==> src/rtl/mps_di_pkg.sv <==
// Shared definitions for the MPS digital-input interlock: channel map, FSM states, defaults.
package mps_di_pkg;

  localparam int unsigned DI_NUM      = 16;
  localparam int unsigned FIRST_IDX_W = 4;

  // MPS DI channel order
  localparam int unsigned EMERGENCY = 0;
  localparam int unsigned DOOR_A    = 1;
  localparam int unsigned DOOR_B    = 2;
  localparam int unsigned VACUUM    = 3;
  localparam int unsigned COOL_FLOW = 4;
  localparam int unsigned COOL_TEMP = 5;
  localparam int unsigned MAGNET_PS = 6;
  localparam int unsigned RF_READY  = 7;
  localparam int unsigned BEAM_STOP = 8;
  localparam int unsigned SHUTTER   = 9;
  localparam int unsigned PSS_OK    = 10;
  localparam int unsigned TIMING_OK = 11;
  localparam int unsigned EXT_0     = 12;
  localparam int unsigned EXT_1     = 13;
  localparam int unsigned EXT_2     = 14;
  localparam int unsigned EXT_3     = 15;

  localparam logic [DI_NUM-1:0] DEF_FAULT_MASK = 16'hFFFF;
  localparam logic [DI_NUM-1:0] DEF_FAULT_POL  = 16'h0001;

  typedef enum logic {
    FF_IDLE = 1'b0,
    FF_HELD = 1'b1
  } ff_state_e;

endpackage

==> src/rtl/mps_di_debounce.sv <==
// One-bit input conditioner: 2-flop synchronizer, stability counter, filtered level, change pulse.
module mps_di_debounce #(
  parameter int unsigned DEB_W = 16
) (
  input  logic             i_clk,
  input  logic             i_rst,
  input  logic             i_raw,
  input  logic [DEB_W-1:0] i_deb_cnt,
  output logic             o_di,
  output logic             o_chg
);

  localparam int unsigned CW = DEB_W + 1;

  logic [1:0]       sync_q;
  logic [DEB_W-1:0] cnt_q;
  logic             prev_q;
  logic [CW-1:0]    len_c;
  logic [CW-1:0]    cnt_inc_c;
  logic             mismatch_c;
  logic             load_c;

  // Compare in one extra bit so cnt+1 never wraps; zero length behaves as one.
  always_comb begin
    len_c      = (i_deb_cnt == '0) ? CW'(1) : {1'b0, i_deb_cnt};
    cnt_inc_c  = {1'b0, cnt_q} + CW'(1);
    mismatch_c = sync_q[1] ^ o_di;
    load_c     = mismatch_c && (cnt_inc_c >= len_c);
  end

  always_ff @(posedge i_clk or negedge i_rst) begin
    if (!i_rst) begin
      sync_q <= '0;
      cnt_q  <= '0;
      o_di   <= 1'b0;
      prev_q <= 1'b0;
      o_chg  <= 1'b0;
    end else begin
      sync_q <= {sync_q[0], i_raw};
      if (!mismatch_c || load_c) begin
        cnt_q <= '0;
      end else if (cnt_q != '1) begin
        cnt_q <= cnt_q + DEB_W'(1);
      end
      if (load_c) begin
        o_di <= sync_q[1];
      end
      prev_q <= o_di;
      o_chg  <= o_di ^ prev_q;
    end
  end

endmodule

==> src/rtl/mps_di_interlock.sv <==
// Debounced MPS digital inputs with sticky fault latching, first-fault capture and interlock.
module mps_di_interlock #(
  parameter int unsigned DI_NUM = mps_di_pkg::DI_NUM,
  parameter int unsigned DEB_W  = 16
) (
  input  logic              i_clk,
  input  logic              i_rst,
  input  logic [DI_NUM-1:0] i_ext_di_raw,
  input  logic [DEB_W-1:0]  i_deb_cnt,
  input  logic [DI_NUM-1:0] i_fault_mask,
  input  logic [DI_NUM-1:0] i_fault_pol,
  input  logic              i_fault_clr,
  output logic [DI_NUM-1:0] o_ext_di,
  output logic [DI_NUM-1:0] o_di_chg,
  output logic [DI_NUM-1:0] o_fault_lat,
  output logic              o_first_valid,
  output logic [mps_di_pkg::FIRST_IDX_W-1:0] o_first_idx,
  output logic              o_interlock
);

  localparam int unsigned IW = mps_di_pkg::FIRST_IDX_W;

  mps_di_pkg::ff_state_e state_q;
  mps_di_pkg::ff_state_e state_nxt;
  logic [DI_NUM-1:0]     fault_cond_c;
  logic [IW-1:0]         first_idx_nxt;
  logic                  first_valid_nxt;

  for (genvar g = 0; g < DI_NUM; g++) begin : g_deb
    mps_di_debounce #(
      .DEB_W (DEB_W)
    ) u_deb (
      .i_clk     (i_clk),
      .i_rst     (i_rst),
      .i_raw     (i_ext_di_raw[g]),
      .i_deb_cnt (i_deb_cnt),
      .o_di      (o_ext_di[g]),
      .o_chg     (o_di_chg[g])
    );
  end

  assign fault_cond_c = i_fault_mask & ~(o_ext_di ^ i_fault_pol);

  // First-fault FSM next state; downward scan leaves the lowest active index.
  always_comb begin
    state_nxt       = state_q;
    first_idx_nxt   = o_first_idx;
    first_valid_nxt = 1'b0;
    case (state_q)
      mps_di_pkg::FF_IDLE: begin
        if (fault_cond_c != '0) begin
          state_nxt = mps_di_pkg::FF_HELD;
          for (int i = int'(DI_NUM) - 1; i >= 0; i--) begin
            if (fault_cond_c[i]) begin
              first_idx_nxt = IW'(i);
            end
          end
        end
      end
      mps_di_pkg::FF_HELD: begin
        if (i_fault_clr && (fault_cond_c == '0)) begin
          state_nxt = mps_di_pkg::FF_IDLE;
        end
      end
      default: state_nxt = mps_di_pkg::FF_IDLE;
    endcase
    first_valid_nxt = (state_nxt == mps_di_pkg::FF_HELD);
  end

  always_ff @(posedge i_clk or negedge i_rst) begin
    if (!i_rst) begin
      state_q       <= mps_di_pkg::FF_IDLE;
      o_first_idx   <= '0;
      o_first_valid <= 1'b0;
      o_fault_lat   <= '0;
      o_interlock   <= 1'b0;
    end else begin
      state_q       <= state_nxt;
      o_first_idx   <= first_idx_nxt;
      o_first_valid <= first_valid_nxt;
      o_fault_lat   <= fault_cond_c | (o_fault_lat & ~{DI_NUM{i_fault_clr}});
      o_interlock   <= |o_fault_lat;
    end
  end

endmodule

==> config.mk <==
export PLATFORM = sky130hd
export DESIGN_NAME = mps_di_interlock
export DESIGN_NICKNAME = d
export VERILOG_FILES = /design/src/rtl/mps_di_pkg.sv /design/src/rtl/mps_di_debounce.sv /design/src/rtl/mps_di_interlock.sv
export SDC_FILE = /design/constraint.sdc
export NUM_CORES = 1
export LEC_CHECK = 0
export ABC_CLOCK_PERIOD_IN_PS = 7800
export CAP_MARGIN = 10
export CORE_UTILIZATION = 27
export DETAILED_ROUTE_END_ITERATION = 8
export HOLD_SLACK_MARGIN = 0.02
export SLEW_MARGIN = 40
export SYNTH_ARGS = -nofsm -noshare
export SYNTH_HDL_FRONTEND = slang
export SYNTH_SLANG_ARGS = --single-unit
==> constraint.sdc <==
create_clock -name i_clk -period 7.8 [get_ports i_clk]
set_input_delay 1.56 -clock i_clk [delete_from_list [all_inputs] [get_ports i_clk]]
set_output_delay 1.56 -clock i_clk [all_outputs]
set_load 0.01 [all_outputs]
==> results.py, run 1 <==
metrics = {
    "pwr": {
        "seq_power_share_pct": 41.9,
        "p_leak_nw": 13.12,
        "power_mw": 4.649,
        "combPwrFrac_pct": 9.8,
        "p_switching_mw": 1.158,
        "ir_drop_mv": 0.1323,
        "power_density_nw_per_um2": 170.5,
        "switching_share_pct": 24.92,
        "clkPwrFrac_pct": 48.4,
        "internal_power_mw": 3.491,
    },
    "grt": {
        "grt_max_degree": 101,
        "grtUsageTotal_pct": 14.02,
        "antenna_found_initial": 0,
        "grt_pass1_vias": 17850,
        "gr-total-overflow": 0,
        "grt_pass1_wl_um": 97170,
    },
    "synth": {
        "synth_edf_count": 0,
        "synth.net_count": 2753,
        "post-synth-top-count-cell": "dfrtp_1",
        "synth_area_sq_um": 23260,
        "synth_top_cell_by_area": "dfrtp_1",
        "async_flop_share_pct": 100.0,
        "yosys_warnings": 0,
        "ys_types": 82,
        "yosys-top-cells-count": "dfrtp_1 (358), ha_1 (211), a21oi_1 (206), inv_1 (181), nor2_1 (180)",
        "synth_top_area_share_pct": 38.51,
        "synthTopCellsByArea": "dfrtp_1 (39%), ha_1 (11%), xnor2_1 (6.4%)",
        "ys_ff_latch": 358,
        "synth_cells": 2475,
        "ys.flop_type": "dfrtp_1",
        "avgSynthCellArea_sq_um": 9.398,
        "ys_seq_area_share_pct": 38.51,
    },
    "cts": {
        "clkTransAtPathRegs_ps": 60,
        "cts_hold_buf": 0,
        "clkLatencyLatePin_ps": 580,
        "clock_sinks": 358,
        "cts-root-buf": "clkbuf_16",
        "clockBufferDepth": 3,
        "cts_max_level": 2,
        "cts_buffers": 47,
        "postCtsSetupRepairBufs": 0,
        "cts_tree": "built",
        "cts_resized": 0,
    },
    "worst_setup_path": {
        "crit_type": "input pin to flop",
        "slowest_delay_ps": 600,
        "endpoint_kind": "flop",
        "critPathLaunchType": "input pin",
        "cpMaxStageDelayCell": "a31o_2",
        "crit_fanout": 17,
        "path_depth": 15,
        "r2r_cells": 14,
        "cp_top_family": "compound AO/OA/AOI/OAI gates",
        "worst_ep_arrival_time_ps": 5630,
        "crit_chain": "clkdlybuf4s50_1 -> inv_1 -> buf_4 -> nand4_1 -> nor4_1 -> a31o_2 -> ha_1 -> a21bo_2 -> a211oi_1 -> o221ai_1 -> a31o_2 -> a311oi_1 -> o211ai_1 -> buf_4 -> a211oi_1",
        "worstPathRequired_ps": 8280,
        "path_buf_inv": 4,
    },
    "sta": {
        "hold_viol": 0,
        "tns_ps": 0,
        "period_share_pct": 66.06,
        "period_minus_slack_ps": 5153,
        "holdWs_ps": 344.1,
        "drv_slew": 0,
        "rsz0062_at_grt": "false",
        "fin_skew_ps": 12.99,
        "worst-slew-pin-transition_ps": 820.7,
        "fmax_mhz": 194.1,
        "setup_viol": 0,
        "slew-limit-headroom_pct": 44.95,
    },
    "die": {
        "rows": 107,
        "die_w_um": 295.5,
        "pin_count": 121,
        "coreArea_sq_um": 85280,
        "start_util_pct": 27.28,
        "dieHeight_um": 295.5,
        "dieArea_sq_um": 87330,
    },
    "routing": {
        "avgViaCountPerCell": 4.766,
        "num_vias": 17883,
        "wl_per_cell_um": 16.11,
        "drt_wl_total_um": 60440,
        "drt-initial-drc-count": 869,
        "antenna_left": 0,
        "post-route-drc-count": 0,
        "drt-pass1-iter-count": 6,
    },
    "place": {
        "place_congestion": 0.8174,
        "place.detailed.hpwl_um": 42750,
        "io_buffers": 120,
    },
    "hold_path": {
        "hold_class": "flop to flop",
        "hold_path_depth": 0,
    },
    "cells_and_area": {
        "area_growth_syn_to_layout_pct": 17.23,
        "post-route-util_pct": 31.98,
        "nets": 2850,
        "fill_cells": 8767,
        "drive_above_1_share_pct": 6.828,
    },
    "run_status": {
        "run_status": "finished, final reports clean",
    },
    "job": {
        "cap_violations": 0,
    },
}
==> flip-flops by register name, summed over array words and instances, names as in the netlist <==
name                cells
g_deb.u_deb.sync_q     32
g_deb.u_deb.o_chg      16
o_first_idx             4
g_deb.u_deb.cnt_q     256
g_deb.u_deb.prev_q     16
o_interlock             1
state_q                 1
g_deb.u_deb.o_di       16
o_fault_lat            16
==> area by class of cell <==
type | instances | area, sq um | share of cell area [%]
tap | 1144 | 1431 | 5.249
sequential | 358 | 8959 | 32.85
antenna | 1 | 2.502 | 0.009176
timing repair buffer | 152 | 1474 | 5.405
multi-input combinational | 1831 | 13090 | 48.01
inverter | 182 | 683.2 | 2.505
clock inverter | 15 | 186.4 | 0.6836
clock buffer | 69 | 1441 | 5.286
==> routing by layer <==
metal / track usage [%] / share of wire (%) / vias to the layer above
met3: 1.940 / 4.0 / 102
met4: 5.245 / 3.5 / 0
met1: 18.22 / 46 / 8560
met2: 23.54 / 47 / 331
li1: - / - / 8890
met5: 0 / 0 / -
==> power groups by stage <==
stage	registers (mW)	clock network, mW	logic [mW]
floorplan	1.97	0	0.243
global placement	1.98	0	0.450
detailed placement	1.98	0	0.461
CTS	1.95	2.33	0.464
global route	1.95	2.41	0.510
finish	1.95	2.25	0.455
==> path summary, 6_finish.rpt <==
check,slack (ps),startpoint,end
max,2650,i_deb_cnt[8],g_deb[12].u_deb.cnt_q[10]$_DFFE_PN0P_
min,340,g_deb[0].u_deb.sync_q[0]$_DFF_PN0_,g_deb[0].u_deb.sync_q[1]$_DFF_PN0_
max reg2reg,3740,g_deb[11].u_deb.cnt_q[0]$_DFFE_PN0P_,g_deb[11].u_deb.cnt_q[14]$_DFFE_PN0P_
min reg2reg,340,g_deb[0].u_deb.sync_q[0]$_DFF_PN0_,g_deb[0].u_deb.sync_q[1]$_DFF_PN0_
max in group asynchronous,5670,i_rst,g_deb[15].u_deb.prev_q$_DFF_PN0_
min in group asynchronous,890,i_rst,o_fault_lat[8]$_DFF_PN0_
==> layout by cell type, fill, tap and decap left out, types with 117 or more instances in the layout <==
cell type / count
xnor2_1: 168
a21oi_1: 206
dfrtp_1: 358
nand3_1: 142
inv_1: 180
ha_1: 211
xor2_1: 129
clkdlybuf4s50_1: 117
nand2_1: 130
nor2_1: 180
==> through the flow <==
stage | cell area, sq um | cells | worst slack [ps]
2_1_floorplan | 23260 | 2475 | 3063
3_3_place_gp | 25550 | 3664 | 1805
3_5_place_dp | 25630 | 3667 | 1949
4_1_cts | 27260 | 3751 | 2602
5_1_grt | 27270 | 3751 | 2460
6_report | 27270 | 3752 | 2647
==> logic make-up after synthesis <==
logic type / Yosys count / synth area share [%]
and+or+nand+nor: 789 / 17.63
AOI/OAI and AO/OA: 469 / 12.68
xor gates and xnor gates: 307 / 11.95
muxes: 38 / 1.727
adders and majority gates: 228 / 12.08
buffers and inverters: 286 / 5.422
DFF: 358 / 38.51
Power figures use the tool's default switching activity.
==> run 2: changes to the inputs <==
- ABC_CLOCK_PERIOD_IN_PS: 7800 -> 4650
- clock period: 7.8 -> 4.65 ns (I/O delays scaled with it)
==> run 2 against run 1 <==
  * Power grew 69%
  * Sequential power grew 67%
  * Worst hold slack lost 58 ps
  * First-iteration DRC count grew 25%
  * Sequential share of layout area shrank 0.26 points
  * Non-clock buffer count grew 35
  * Critical path depth shrank 1
  * Clock-buffer cell count shrank 6
  * Clock skew grew 3.7 ps
  * Clock power grew 70%
  * Die area is the same
  * Flip-flop and latch count is the same
  * Largest power group unchanged
==> results.py, run 2 (same netlist as run 1, synthesis figures left out) <==
metrics = {
    "run_status": {
        "run_status": "finished, final reports clean",
    },
    "routing": {
        "avgViaCountPerCell": 4.826,
        "antenna_left": 0,
        "num_vias": 18280,
        "drt-pass1-iter-count": 5,
        "drt-initial-drc-count": 1089,
        "post-route-drc-count": 0,
        "drt_wl_total_um": 63180,
        "wl_per_cell_um": 16.68,
    },
    "cells_and_area": {
        "reg.largest.list": "g_deb.u_deb.cnt_q (256), g_deb.u_deb.sync_q (32)",
        "top_register": "g_deb.u_deb.cnt_q",
        "nets": 2884,
        "postLayoutCellArea_sq_um": 27490,
        "area_growth_syn_to_layout_pct": 18.19,
        "fill_cells": 8833,
        "layout_common_cells": "dfrtp_1 (358), ha_1 (211), a21oi_1 (206)",
        "drive_above_1_share_pct": 7.908,
        "largest_register_ffs": 256,
        "layout_commonest_cell": "dfrtp_1",
    },
    "die": {
        "start_util_pct": 27.28,
        "dieArea_sq_um": 87330,
        "dieHeight_um": 295.5,
        "coreArea_sq_um": 85280,
        "die_w_um": 295.5,
        "rows": 107,
        "pin_count": 121,
    },
    "sta": {
        "setup_viol": 0,
        "rsz0062_at_grt": "false",
        "period_share_pct": 85.66,
        "tns_ps": 0,
        "fmax_mhz": 251.1,
        "slew-limit-headroom_pct": 47.37,
        "hold_viol": 0,
        "fin_skew_ps": 16.65,
        "drv_slew": 0,
        "worst-slew-pin-transition_ps": 787.1,
        "period_minus_slack_ps": 3983,
    },
    "hold_path": {
        "hold_class": "input pin to async pin",
    },
    "worst_setup_path": {
        "crit_chain": "clkdlybuf4s50_1 -> inv_1 -> nand4_1 -> nor4_1 -> a31o_2 -> buf_4 -> ha_1 -> nand2b_1 -> a41o_1 -> o311ai_0 -> a2111oi_0 -> or3_1 -> buf_4 -> a211oi_1",
        "r2r_cells": 13,
        "crit_top_cell": "buf_4",
        "path_buf_inv": 4,
        "worstPathRequired_ps": 5140,
        "crit_fanout": 9,
        "worst_ep_arrival_time_ps": 4470,
        "crit_type": "input pin to flop",
        "critPathLaunchType": "input pin",
        "path_depth": 14,
        "slowest_delay_ps": 470,
        "cp_top_family": "compound AO/OA/AOI/OAI gates",
        "cpMaxStageDelayCell": "clkdlybuf4s50_1",
        "endpoint_kind": "flop",
    },
    "cts": {
        "clock_sinks": 358,
        "cts_max_level": 2,
        "clockBufferDepth": 3,
        "postCtsSetupRepairBufs": 0,
        "cts_resized": 0,
        "cts_tree": "built",
        "cts_buffers": 46,
        "clkLatencyLatePin_ps": 600,
        "cts-root-buf": "clkbuf_16",
        "cts_hold_buf": 0,
        "clkTransAtPathRegs_ps": 60,
    },
    "place": {
        "place.detailed.hpwl_um": 45020,
        "io_buffers": 120,
        "place_congestion": 0.8279,
        "place_area_sq_um": 25870,
    },
    "job": {
        "cap_violations": 0,
    },
    "pwr": {
        "ir_drop_mv": 0.2291,
        "power_density_nw_per_um2": 286.3,
        "p_leak_nw": 13.26,
    },
    "grt": {
        "gr-total-overflow": 0,
        "antenna_found_initial": 2,
        "grtUsageTotal_pct": 14.59,
        "grt_max_degree": 79,
        "grt_pass1_vias": 18201,
        "grt_pass1_wl_um": 100600,
    },
}
run 2: layer usage:
layer,share of wire [%],GRT usage [%],up-vias
li1,-,-,8975
met1,45,18.89,8846
met2,48,25.11,354
met3,4.0,1.932,105
met4,2.8,4.436,0
met5,0,0,-
run 2: final timing paths:
kind	start	end	slack [ps]
hold reg to reg	g_deb[9].u_deb.sync_q[0]$_DFF_PN0_	g_deb[9].u_deb.sync_q[1]$_DFF_PN0_	340
setup reg to reg	g_deb[8].u_deb.cnt_q[0]$_DFFE_PN0P_	g_deb[8].u_deb.cnt_q[14]$_DFFE_PN0P_	850
hold / removal	i_rst	g_deb[14].u_deb.o_chg$_DFF_PN0_	290
setup / recovery	i_deb_cnt[8]	g_deb[8].u_deb.cnt_q[14]$_DFFE_PN0P_	670
min in group i_clk	g_deb[9].u_deb.sync_q[0]$_DFF_PN0_	g_deb[9].u_deb.sync_q[1]$_DFF_PN0_	340
max in group asynchronous	i_rst	g_deb[2].u_deb.o_chg$_DFF_PN0_	3250
run 2: where the power goes:
| part | switching [mW] | total (mW) | internal, mW |
|---|---|---|---|
| sequential | 0.0781 | 3.26 | 3.19 |
| combinational | 0.462 | 0.790 | 0.328 |
| clock | 1.49 | 3.82 | 2.33 |
run 2: stage by stage:
| stage | std cells | hold slack (ps) | util, % | worst slack, ps | power [mW] |
|---|---|---|---|---|---|
| after floorplan | 2475 | 331.2 | - | 542.7 | 3.715 |
| after global placement | 3702 | 333.9 | 30.34 | 49.14 | 4.110 |
| after detailed placement | 3702 | 334.7 | 30.34 | -16.77 | 4.117 |
| final | 3788 | 286.4 | 32.24 | 666.9 | 7.870 |
| after global routing | 3787 | 320.6 | 32.23 | 423.9 | 8.218 |
| after CTS | 3787 | 304.4 | 32.23 | 594.8 | 8.008 |
run 2: final cells by class:
cell class	instances	area, sq um	share of cell area (%)
antenna	1	2.502	0.009102
clock inverter	22	294.0	1.070
timing repair buffer	187	1749	6.363
inverter	182	683.2	2.485
clock buffer	63	1325	4.820
tap	1144	1431	5.207
sequential	358	8959	32.59
multi-input combinational	1831	13050	47.46
run 2: worst register-to-register path, delay by kind of cell, from the launching register on:
kind            cells  cell delay (ps)
xor+xnor            1              150
simple gates        6             1750
buf+inv             1              180
fa+ha+maj           2              530
compound gates      3              630
flops               1              460
